--- src/rtl/writeback_arbiter.sv ---
// Register-file write-back arbiter: loads take priority, ALU results go through a small
// in-order queue. A load that would overtake a queued ALU write to the same register is held.
module writeback_arbiter #(
    parameter int unsigned QUEUE_DEPTH = 4
) (
    input  logic        clk,
    input  logic        reset,
    input  logic        alu_valid,
    output logic        alu_ready,
    input  logic [4:0]  alu_rd,
    input  logic [31:0] alu_data,
    input  logic        mem_valid,
    output logic        mem_ready,
    input  logic [4:0]  mem_rd,
    input  logic [31:0] mem_data,
    output logic        rf_write_enable,
    output logic [4:0]  rf_addr_write,
    output logic [31:0] rf_in,
    output logic [31:0] pending_mask
);

    localparam int unsigned PtrW = (QUEUE_DEPTH > 1) ? $clog2(QUEUE_DEPTH) : 1;
    localparam int unsigned CntW = PtrW + 1;
    localparam logic [CntW-1:0] CountFull = CntW'(QUEUE_DEPTH);

    logic [4:0]            q_rd_q   [QUEUE_DEPTH];
    logic [31:0]           q_data_q [QUEUE_DEPTH];
    logic [PtrW-1:0]       head_q, head_d, tail_q, tail_d;
    logic [CntW-1:0]       count_q, count_d;
    logic                  we_q, we_d;
    logic [4:0]            addr_q, addr_d;
    logic [31:0]           data_q, data_d;

    logic [QUEUE_DEPTH-1:0] entry_valid;
    logic [31:0]            queue_mask;
    logic                   waw_hit;
    logic                   alu_acc, mem_acc;
    logic                   push, pop;

    // Entry i is live when its distance from head (mod depth) is below count.
    always_comb begin
        entry_valid = '0;
        queue_mask  = '0;
        waw_hit     = 1'b0;
        for (int unsigned i = 0; i < QUEUE_DEPTH; i++) begin
            entry_valid[i] = CntW'(PtrW'(PtrW'(i) - head_q)) < count_q;
            if (entry_valid[i]) begin
                queue_mask[q_rd_q[i]] = 1'b1;
                if (q_rd_q[i] == mem_rd) begin
                    waw_hit = 1'b1;
                end
            end
        end
    end

    assign alu_ready = (count_q != CountFull);
    assign mem_ready = !(waw_hit && (mem_rd != 5'd0));
    assign alu_acc   = alu_valid && alu_ready;
    assign mem_acc   = mem_valid && mem_ready;

    always_comb begin
        we_d   = 1'b0;
        addr_d = addr_q;
        data_d = data_q;
        pop    = 1'b0;
        push   = 1'b0;
        if (mem_acc && (mem_rd != 5'd0)) begin
            we_d   = 1'b1;
            addr_d = mem_rd;
            data_d = mem_data;
            push   = alu_acc && (alu_rd != 5'd0);
        end else if (count_q != '0) begin
            we_d   = 1'b1;
            addr_d = q_rd_q[head_q];
            data_d = q_data_q[head_q];
            pop    = 1'b1;
            push   = alu_acc && (alu_rd != 5'd0);
        end else if (alu_acc && (alu_rd != 5'd0)) begin
            // Empty queue: bypass straight to the output stage.
            we_d   = 1'b1;
            addr_d = alu_rd;
            data_d = alu_data;
        end
    end

    always_comb begin
        head_d  = pop  ? head_q + PtrW'(1) : head_q;
        tail_d  = push ? tail_q + PtrW'(1) : tail_q;
        count_d = count_q;
        if (push && !pop) begin
            count_d = count_q + CntW'(1);
        end else if (pop && !push) begin
            count_d = count_q - CntW'(1);
        end
    end

    always_ff @(posedge clk or negedge reset) begin
        if (!reset) begin
            head_q  <= '0;
            tail_q  <= '0;
            count_q <= '0;
            we_q    <= 1'b0;
            addr_q  <= '0;
            data_q  <= '0;
        end else begin
            head_q  <= head_d;
            tail_q  <= tail_d;
            count_q <= count_d;
            we_q    <= we_d;
            addr_q  <= addr_d;
            data_q  <= data_d;
        end
    end

    always_ff @(posedge clk or negedge reset) begin
        if (!reset) begin
            for (int unsigned i = 0; i < QUEUE_DEPTH; i++) begin
                q_rd_q[i]   <= '0;
                q_data_q[i] <= '0;
            end
        end else if (push) begin
            q_rd_q[tail_q]   <= alu_rd;
            q_data_q[tail_q] <= alu_data;
        end
    end

    assign rf_write_enable = we_q;
    assign rf_addr_write   = addr_q;
    assign rf_in           = data_q;
    assign pending_mask    = (queue_mask | (we_q ? (32'd1 << addr_q) : 32'd0)) & ~32'd1;

endmodule

--- config.mk ---
export PLATFORM = sky130hd
export DESIGN_NAME = writeback_arbiter
export DESIGN_NICKNAME = d
export VERILOG_FILES = /design/src/rtl/writeback_arbiter.sv
export SDC_FILE = /design/constraint.sdc
export NUM_CORES = 1
export LEC_CHECK = 0
export CELL_PAD_IN_SITES_DETAIL_PLACEMENT = 0
export CELL_PAD_IN_SITES_GLOBAL_PLACEMENT = 1
export CORE_MARGIN = 1
export CORE_UTILIZATION = 30
export CTS_BUF_LIST = sky130_fd_sc_hd__clkbuf_8 sky130_fd_sc_hd__clkbuf_16
export DETAILED_ROUTE_END_ITERATION = 16
export GPL_TIMING_DRIVEN = 0
export HOLD_SLACK_MARGIN = 0.02
export PLACE_DENSITY_LB_ADDON = 0.1
export SLEW_MARGIN = 10
export SYNTH_ARGS = -nofsm -noshare
export SYNTH_HDL_FRONTEND = slang
export SYNTH_SLANG_ARGS = --single-unit
export TNS_END_PERCENT = 20
--- constraint.sdc ---
create_clock -name clk -period 4.89 [get_ports clk]
set_input_delay 1.2225 -clock clk [delete_from_list [all_inputs] [get_ports clk]]
set_output_delay 1.2225 -clock clk [all_outputs]
set_load 0.1 [all_outputs]
==> results.md <==
* Clock Pin Slew Worst Setup and Hold Paths at 0.07 ns
* Antenna-violating nets left at 0
* Fill cell count at approximately 3700
* Boundary pin count at 150
* First-pass DRT Iterations at 6
* Core Rows at 70
* First-pass GRT wire length at around 54000 um
* Path type of the worst setup path: reg2out
* Slew Limit Fails at 0
* Post-Syn Instances at about 910
* DRC errors left at 0
* Via density at between 4 and 5
* Final nets at between 1000 and 1500
* Worst path bufs/invs at 3
* HPWL Detailed at between 20000 and 25000 um
* DR iter-0 viols at 468
* Startpoint Class: flop
* Die area at ~39000 um^2
* Async S/R FF share, synth at 1.000
* Final std cells w/o fill at approximately 1600
* Placed Instances at around 1600
* Core area at 36960 um^2
* Mapped cell area at around 11000 um^2
* Vias in the first global route at 8560
* Final Hold Fails at 0
* H-tree depth at 4
* Post-CTS Hold Buffers at 0
* Grt total ovfl at 0
* Port buffer count at approximately 140
* Clock Skews at about 0.011 ns
* CP Data Required Time at around 3.7 ns
* Hold WS at 0.5033 ns
* Num Clock Sinks at 193
* Number of max-cap violations at 0
* Critical Path End Type: output pin
* Initial antenna violation count at 1
* CP Max Fanout at 10
* Final Worst Setup Slack at 0.1042 ns
* Clk_lat worst skew at between 0.4 and 0.5 ns
* Vias at 7922
* Final setup violation count at 0
* Largest net degree at the start of global routing at 74
* CTS max path bufs at 2
* Sequential cell area at approximately 4800 um^2
* Max Freq at approximately 210 MHz
* Fin crit share at 0.9787
* Crit path arrival time at around 3.6 ns
* Routed length per instance at about 22 um
* ANT cells at 0
* CP delay by family, top: compound AO/OA/AOI/OAI gates
* Top FF cell, synth: dfrtp_1
* RSZ-0062 raised after global routing: yes
* Relative slew slack at 0.3221
* Starting density of the core at 0.3074
* Seq cells post-synth at roughly 190
* Hold path startpoint: q_data_q[44]
* Critical Path Source: head_q[1]
* GPL Wtd Cong at about 0.86
* Horiz. Die Dim at 196.6 um
* Synthesized Nets at around 1000
* TritonCTS clock tree: yes
* Clk root buf: clkbuf_16
* Mapped Avg Cell Area at between 10 and 15 um^2
* Num CTS Buffers at 17
* Sequential area share after synthesis at 0.4250
* Library cells used by synthesis at 59
* Worst slew pin tran at 1.017 ns
* Layout cells sized above 1 at 0.2940
* Worst hold path class: reg2reg
* Cell type of the slowest stage on the worst timing path: clkdlybuf4s15_2
* GRT Total Usage at 0.1861
* Pre-CTS setup slack at -0.9802 ns
* Crit-path max cell delay at ~0.51 ns
* Multi-input gate area at 6155 um^2
* WL final at 34750 um
* Reg2reg start: head_q[0]
* Post-synth EDFFs at 0
* Post-route minimum period at between 4 and 5 ns
* Die height at between 150 and 200 um
* Status: finished, final reports clean
* Critical Path, Cell by Cell: buf_2, inv_1, ha_1, a21boi_0, o21a_1, nor2_1, a221oi_1, o221ai_1, clkdlybuf4s15_2
* Synth-to-Final Area Change at 23.66%
* Synth warn at 0
==> metal layers <==
metal,GRT usage,wire (um),up-vias
met2,0.3027,16350,179
met5,0,17,-
met1,0.2561,16680,4027
li1,-,-,3685
met4,0.04795,476,2
met3,0.03200,1222,29
==> final timing paths <==
path                            cells after the start                to  slack (ns)
worst max-delay path                                9  pending_mask[10]        0.10
worst min-delay path                                1      q_data_q[44]        0.50
worst max register to register                     13        count_q[1]        0.92
worst min register to register                      1      q_data_q[44]        0.50
max in group asynchronous                           3         q_rd_q[8]        3.12
min in group asynchronous                           1         rf_in[22]        0.67
==> sequential cells by signal, indices dropped and copies added, names as in the netlist <==
register and flops:
q_rd_q 20, tail_q 2, q_data_q 128, rf_write_enable 1, head_q 2, count_q 3, rf_addr_write 5, rf_in 32
==> worst register-to-register path, stage by stage (launching register included) <==
cell	delay, ns
dfrtp_1	0.36
buf_2	0.18
clkbuf_4	0.26
xnor2_1	0.24
ha_1	0.26
nor2b_1	0.12
a22o_1	0.34
or4_4	0.60
nand4_4	0.22
o21ai_0	0.23
ha_1	0.30
inv_1	0.08
fa_1	0.41
mux2_2	0.27
==> kinds of logic (layout without fill, tap and decap cells) <==
group	after synthesis	in the layout	synth area share
AO/OA/AOI/OAI	123	123	0.07586
XOR/XNOR	27	27	0.02081
adder cells (fa/ha/maj)	10	10	0.01167
buffers and inverters	81	258	0.03777
flip-flops	193	193	0.4250
multiplexers	261	261	0.3309
other	1	1	0.0003300
AND/OR/NAND/NOR	212	212	0.09767
==> per-stage QoR <==
| stage | TNS [ns] | util | cell area, um^2 |
|---|---|---|---|
| 3_5_place_dp | -20.35 | 0.3649 | 13490 |
| 3_3_place_gp | -1235.26 | 0.3632 | 13430 |
| 2_1_floorplan | 0 | - | 11360 |
| 4_1_cts | -2.900 | 0.3808 | 14080 |
| 5_1_grt | -0.1459 | 0.3802 | 14050 |
| 6_report | 0 | 0.3802 | 14050 |
==> layout by cell type, fill, tap and decap left out, drive strengths merged, types with 17 or more instances in the layout <==
| cell type | synthesis | routed |
|---|---|---|
| nor2 | 30 | 30 |
| buf | 30 | 46 |
| inv | 14 | 17 |
| mux2 | 187 | 187 |
| mux2i | 37 | 37 |
| a22oi | 25 | 25 |
| clkbuf | 37 | 65 |
| dfrtp | 193 | 193 |
| o21ai | 50 | 50 |
| nand2 | 73 | 73 |
| mux4 | 37 | 37 |
| nand3 | 21 | 21 |
| nor3 | 19 | 19 |
| clkdlybuf4s50 | 0 | 110 |
==> synth_stat cells, drive strengths merged (9+ instances only) <==
| master | n | area share |
|---|---|---|
| a22oi | 25 | 0.017 |
| buf | 30 | 0.021 |
| clkbuf | 37 | 0.012 |
| dfrtp | 193 | 0.43 |
| ha | 9 | 0.0099 |
| inv | 14 | 0.0046 |
| mux2 | 187 | 0.22 |
| mux2i | 37 | 0.033 |
| mux4 | 37 | 0.073 |
| nand2 | 73 | 0.024 |
| nand3 | 21 | 0.0092 |
| nand4 | 11 | 0.0074 |
| nor2 | 30 | 0.011 |
| nor3 | 19 | 0.0084 |
| nor3b | 15 | 0.0099 |
| o21ai | 50 | 0.026 |
| o221ai | 10 | 0.0077 |
| xnor2 | 15 | 0.012 |
| xor2 | 12 | 0.0092 |
==> final cells by class <==
| class | instances | area share |
|---|---|---|
| buffer | 67 | 0.02716 |
| clock buffer | 19 | 0.03223 |
| clock inverter | 13 | 0.009794 |
| inverter | 14 | 0.003740 |
| multi-input combinational | 634 | 0.4380 |
| sequential | 193 | 0.3437 |
| tap | 504 | 0.04488 |
| timing repair buffer | 145 | 0.1005 |
==> repair_timing <==
item / in CTS / in global routing
resized for setup: 131 / 38
endpoints found under the setup margin: 32 / 32
buffers inserted: 0 / 0
Power is not shown: default switching activity piles up to over one toggle a cycle in this logic, so the estimate is an artifact.
